### config.mk
export PLATFORM = sky130hd
export DESIGN_NAME = bin_to_bcd_seq
export DESIGN_NICKNAME = d
export VERILOG_FILES = /design/src/rtl/bin_to_bcd_seq.sv
export SDC_FILE = /design/constraint.sdc
export NUM_CORES = 1
export LEC_CHECK = 0
export ABC_AREA = 1
export ABC_CLOCK_PERIOD_IN_PS = 2100
export BUFFER_PORTS_ARGS = -buffer_cell sky130_fd_sc_hd__clkbuf_2
export CELL_PAD_IN_SITES_DETAIL_PLACEMENT = 2
export CELL_PAD_IN_SITES_GLOBAL_PLACEMENT = 2
export CORE_ASPECT_RATIO = 0.8
export CORE_MARGIN = 1
export CORE_UTILIZATION = 30
export CTS_CLUSTER_SIZE = 25
export DETAILED_ROUTE_END_ITERATION = 16
export GPL_ROUTABILITY_DRIVEN = 0
export PLACE_DENSITY_LB_ADDON = 0.2
export SLEW_MARGIN = 20
export SYNTH_ARGS = -nofsm -noshare
export SYNTH_HDL_FRONTEND = slang
export SYNTH_SLANG_ARGS = --single-unit
### constraint.sdc
create_clock -name clk -period 2.1 [get_ports clk]
set_input_delay 0.42 -clock clk [delete_from_list [all_inputs] [get_ports clk]]
set_output_delay 0.42 -clock clk [all_outputs]
set_load 0.02 [all_outputs]
### src/rtl/bin_to_bcd_seq.sv
// rtl/bin_to_bcd_seq.sv - sequential double-dabble binary-to-BCD converter; optional leading-zero blanking under BIN_TO_BCD_BLANK_EN
module bin_to_bcd_seq #(
  parameter int WIDTH  = 16,
  parameter int DIGITS = 5
) (
  input  logic                clk,
  input  logic                rst_n,
  input  logic                in_valid,
  output logic                in_ready,
  input  logic [WIDTH-1:0]    in_data,
  output logic                out_valid,
  input  logic                out_ready,
  output logic [4*DIGITS-1:0] out_bcd,
  output logic                out_overflow
`ifdef BIN_TO_BCD_BLANK_EN
  ,
  output logic [DIGITS-1:0]   out_blank
`endif
);

  localparam int CW = $clog2(WIDTH + 1);
  localparam int BW = 4 * DIGITS;

  typedef enum logic [1:0] {S_IDLE, S_SHIFT, S_DONE} state_t;

  state_t          r_state;
  state_t          w_state_nxt;
  logic [WIDTH-1:0] r_bin;
  logic [BW-1:0]   r_bcd;
  logic            r_ovf;
  logic [CW-1:0]   r_cnt;
  logic [BW-1:0]   r_out_bcd;
  logic            r_out_ovf;
  logic [BW-1:0]   w_adj;
  logic [BW-1:0]   w_bcd_shift;
  logic            w_ovf_shift;
  logic            w_shift_en;
  logic            w_last;
  logic            w_done;
  logic            w_accept;

  assign w_accept = (r_state == S_IDLE) && in_valid;
  assign w_last   = w_shift_en && (r_cnt == CW'(WIDTH - 1));

`ifdef BIN_TO_BCD_BLANK_EN
  localparam logic [DIGITS-1:0] BLANK_RST = ~(DIGITS'(1));
  logic              r_fin;
  logic [DIGITS-1:0] r_out_blank;
  logic [DIGITS-1:0] w_blank;
  logic              w_zero;

  // the extra cycle after the last shift registers the result together with its blank mask
  assign w_shift_en = (r_state == S_SHIFT) && !r_fin;
  assign w_done     = (r_state == S_SHIFT) && r_fin;
  assign out_blank  = r_out_blank;

  // a digit blanks when it and every more significant digit are zero; the units digit never blanks
  always_comb begin
    w_blank = '0;
    w_zero  = 1'b1;
    for (int i = DIGITS - 1; i >= 1; i--) begin
      w_zero     = w_zero && (r_bcd[4*i +: 4] == 4'd0);
      w_blank[i] = w_zero;
    end
  end

  // output register stage, loaded one cycle after the final iteration
  always_ff @(posedge clk or negedge rst_n) begin
    if (!rst_n) begin
      r_fin       <= 1'b0;
      r_out_bcd   <= '0;
      r_out_ovf   <= 1'b0;
      r_out_blank <= BLANK_RST;
    end else begin
      if (w_accept) begin
        r_fin <= 1'b0;
      end else if (w_last) begin
        r_fin <= 1'b1;
      end
      if (w_done) begin
        r_out_bcd   <= r_bcd;
        r_out_ovf   <= r_ovf;
        r_out_blank <= w_blank;
      end
    end
  end
`else
  assign w_shift_en = (r_state == S_SHIFT);
  assign w_done     = w_last;

  // output register, loaded with the result of the final iteration itself
  always_ff @(posedge clk or negedge rst_n) begin
    if (!rst_n) begin
      r_out_bcd <= '0;
      r_out_ovf <= 1'b0;
    end else if (w_done) begin
      r_out_bcd <= w_bcd_shift;
      r_out_ovf <= r_ovf | w_ovf_shift;
    end
  end
`endif

  // add 3 to every digit >= 5; 4-bit adds, no carry between digits
  always_comb begin
    w_adj = r_bcd;
    for (int d = 0; d < DIGITS; d++) begin
      if (r_bcd[4*d +: 4] >= 4'd5) begin
        w_adj[4*d +: 4] = r_bcd[4*d +: 4] + 4'd3;
      end
    end
  end

  assign w_bcd_shift = {w_adj[BW-2:0], r_bin[WIDTH-1]};
  assign w_ovf_shift = w_adj[BW-1];

  // working shift register {bcd, bin}, sticky overflow and iteration counter
  always_ff @(posedge clk or negedge rst_n) begin
    if (!rst_n) begin
      r_bin <= '0;
      r_bcd <= '0;
      r_ovf <= 1'b0;
      r_cnt <= '0;
    end else if (w_accept) begin
      r_bin <= in_data;
      r_bcd <= '0;
      r_ovf <= 1'b0;
      r_cnt <= '0;
    end else if (w_shift_en) begin
      r_bin <= r_bin << 1;
      r_bcd <= w_bcd_shift;
      r_ovf <= r_ovf | w_ovf_shift;
      r_cnt <= r_cnt + CW'(1);
    end
  end

  // state register
  always_ff @(posedge clk or negedge rst_n) begin
    if (!rst_n) begin
      r_state <= S_IDLE;
    end else begin
      r_state <= w_state_nxt;
    end
  end

  // next-state logic; handshake outputs decode the state register only
  always_comb begin
    w_state_nxt = r_state;
    in_ready    = 1'b0;
    out_valid   = 1'b0;
    case (r_state)
      S_IDLE: begin
        in_ready = 1'b1;
        if (in_valid) w_state_nxt = S_SHIFT;
      end
      S_SHIFT: begin
        if (w_done) w_state_nxt = S_DONE;
      end
      S_DONE: begin
        out_valid = 1'b1;
        if (out_ready) w_state_nxt = S_IDLE;
      end
      default: w_state_nxt = S_IDLE;
    endcase
  end

  assign out_bcd      = r_out_bcd;
  assign out_overflow = r_out_ovf;

endmodule

==> metrics.cfg <==
[sta]
skew_ps = 8.24
rsz0062_at_grt = no
worstMarginPinSlew_ps = 564
fmax_mhz = 598
drv_slew = 0
setup-violations-final = 0
period_needed_ps = 1670
slew_headroom = 0.624
final-hold-violation-count = 0
final.period_utilization = 0.796
fin_ws_ps = 429
setup_tns_ps = 0

[global_routing]
antenna_found_initial = 0
grt_pass1_vias = 2922
grt.overflow.total = 0
grt_pass1_wl_um = 14900
grt_max_degree = 66
track_usage = 0.187

[layout]
antenna_cells = 0
regArea_um2 = 1630
drive_gt1_frac = 0.171
n_fill_cell = 1159
multi_input_area_um2 = 1270
syn_to_final_growth_pct = 23.5
nNetsFinal = 453

[critical_path]
startpoint_type = flip-flop
slowest_delay_ps = 430
cp.arrival_ps = 1940
crit_type = reg2reg
path_cells = inv_1, ha_1, inv_1, o21ai_0, nand2_1, nand2_1, nand3_1, nand2_1
r2r-start = r_bcd[0]
end_kind = flip-flop
cp.required_ps = 2370
cpMostUsedCell = nand2_1
crit_fanout = 5
r2r_cells = 8
r2r_slack_ps = 430
rr_endpoint = r_bcd[2]
worst_path_max_delay_cell = dfrtp_1

[min_path]
worstHoldPathType = in2async

[drt]
first_pass_iters = 4
vias = 2723
avgRoutedWirePerCell_um = 15.8
routed_via_density = 4.85
drc = 0
detail-route-antenna-nets = 0
wl_um = 8890
drt_iter0_drc = 88

[synth]
yosysTopAreaCell = dfrtp_1
yosysWarnings = 0
syn_nets = 404
synth_cells = 372
synth_top_area_share = 0.523
synth_most_common_cell = nand2_1
ys_async_sr_fraction = 1.00
synth_cell_types = 23
synth_top_cells_by_count = nand2_1, dfrtp_1, nand3_1, inv_1, o211ai_1
synth-seq-cells = 65
synthesis.area_um2 = 3110
synthTopCellsByArea = dfrtp_1, nand2_1, nand3_1
synth-main-ff-cell = dfrtp_1
yosysSeqAreaShare = 0.523
avgSynthCellArea_um2 = 8.35
synth_edf_count = 0

[die]
rows = 32
core_um2 = 9850
die_x_um = 116
initial_utilization = 0.316
die_y_um = 93.0
ios = 43
die_area_um2 = 10800

[placement]
dpl_worst_slack_ps = 453
portBuffers = 42
dp_hpwl_um = 5850

[clock_network]
tritoncts = yes
htreeDepth = 3
cts_num_sinks = 65
cts_hold_buf = 0
clkLatencyLatePin_ps = 340
clk_pin_slew_ps = 60
post-cts-setup-buffers = 0
cts_inserted_buffers = 9
cts_buffer_depth = 2
cts_root_buffer = clkbuf_16
cts_resized = 0

[power]
p_leak_nw = 1.97
power.total_w = 0.00667
peakVddDrop_mv = 0.530
p_clk_frac = 0.249
comb_power_share = 0.414
p_sw_frac = 0.422
p_switching_w = 0.00282
p_int_w = 0.00386
seqPwrFrac = 0.338
power_density_nw_per_um2 = 1740

[run]
drv_cap = 0

[run_status]
outcome = finished, final reports clean

==> power by group through the flow <==
stage | Clock (W) | Sequential (W) | Combinational, W
2_1_floorplan | 0 | 0.00235 | 0.00175
3_3_place_gp | 0 | 0.00224 | 0.00267
3_5_place_dp | 0 | 0.00226 | 0.00279
4_1_cts | 0.00171 | 0.00226 | 0.00284
5_1_grt | 0.00175 | 0.00233 | 0.00316
6_report | 0.00166 | 0.00225 | 0.00276
==> how the worst max path moves through the flow <==
stage               slack, ps  cells past startpoint          to      from
floorplan                 570                      9  r_state[1]  r_cnt[0]
global placement          480                      8    r_bcd[1]  r_bcd[0]
detailed placement        450                      8    r_bcd[2]  r_bcd[0]
CTS                       410                      8    r_bcd[2]  r_bcd[0]
global route              270                      8    r_bcd[2]  r_bcd[0]
finish                    430                      8    r_bcd[2]  r_bcd[0]
==> cells by family after synthesis <==
kind of cell               Yosys count  synth area share
buffers and inverters               48            0.0664
AOI/OAI and AO/OA                   52             0.102
and+or+nand+nor                    195             0.260
DFF                                 65             0.523
adders and majority gates           12            0.0483
==> worst max-delay path, delay by kind of cell, from the launching register on <==
| family | cells | cell delay, ps |
|---|---|---|
| adders and majority gates | 1 | 180 |
| buffers and inverters | 2 | 200 |
| AOI/OAI and AO/OA | 1 | 330 |
| and+or+nand+nor | 4 | 470 |
| DFF | 1 | 430 |
==> registers in the layout, indices dropped and copies added, names as in the netlist <==
signal / flops
r_cnt: 5
r_bcd: 20
r_ovf: 1
out_overflow: 1
r_state: 2
out_bcd: 20
r_bin: 16
==> final cells by class <==
| class | instances | share of cell area |
|---|---|---|
| flip-flops and latches | 65 | 0.424 |
| multi-input cells | 259 | 0.332 |
| repair buffers | 48 | 0.0763 |
| clock buffers | 12 | 0.0668 |
| well taps | 136 | 0.0443 |
| inverters | 38 | 0.0372 |
| clock inverters | 4 | 0.0196 |
==> placed cells by master, fill, tap and decap left out <==
| cell type | instances |
|---|---|
| a21oi_1 | 4 |
| a22oi_1 | 1 |
| buf_12 | 3 |
| buf_2 | 1 |
| buf_4 | 3 |
| bufinv_16 | 2 |
| clkbuf_1 | 1 |
| clkbuf_16 | 9 |
| clkbuf_2 | 41 |
| clkbuf_8 | 2 |
| clkinvlp_4 | 2 |
| dfrtp_1 | 65 |
| ha_1 | 12 |
| inv_1 | 33 |
| inv_2 | 5 |
| nand2_1 | 137 |
| nand2_2 | 2 |
| nand2_4 | 1 |
| nand3_1 | 41 |
| nor2_1 | 10 |
| nor2_2 | 1 |
| nor2_4 | 1 |
| nor3_1 | 2 |
| o211ai_1 | 17 |
| o21ai_0 | 15 |
| o21ai_1 | 7 |
| o22ai_1 | 7 |
| o31ai_1 | 1 |
==> layer usage <==
layer / routed length (um) / global-route usage
met4: 140 / 0.0759
met5: 0 / 0
met3: 243 / 0.0467
met1: 4290 / 0.234
met2: 4220 / 0.306
==> metrics by stage <==
stage	hold WS, ps	util	instances	area (um2)
floorplan	124	-	372	3110
global placement	464	0.356	546	3510
detailed placement	469	0.356	546	3510
CTS	102	0.390	562	3840
global route	127	0.390	562	3840
finish	88.6	0.390	562	3840
Power figures use the tool's default switching activity.
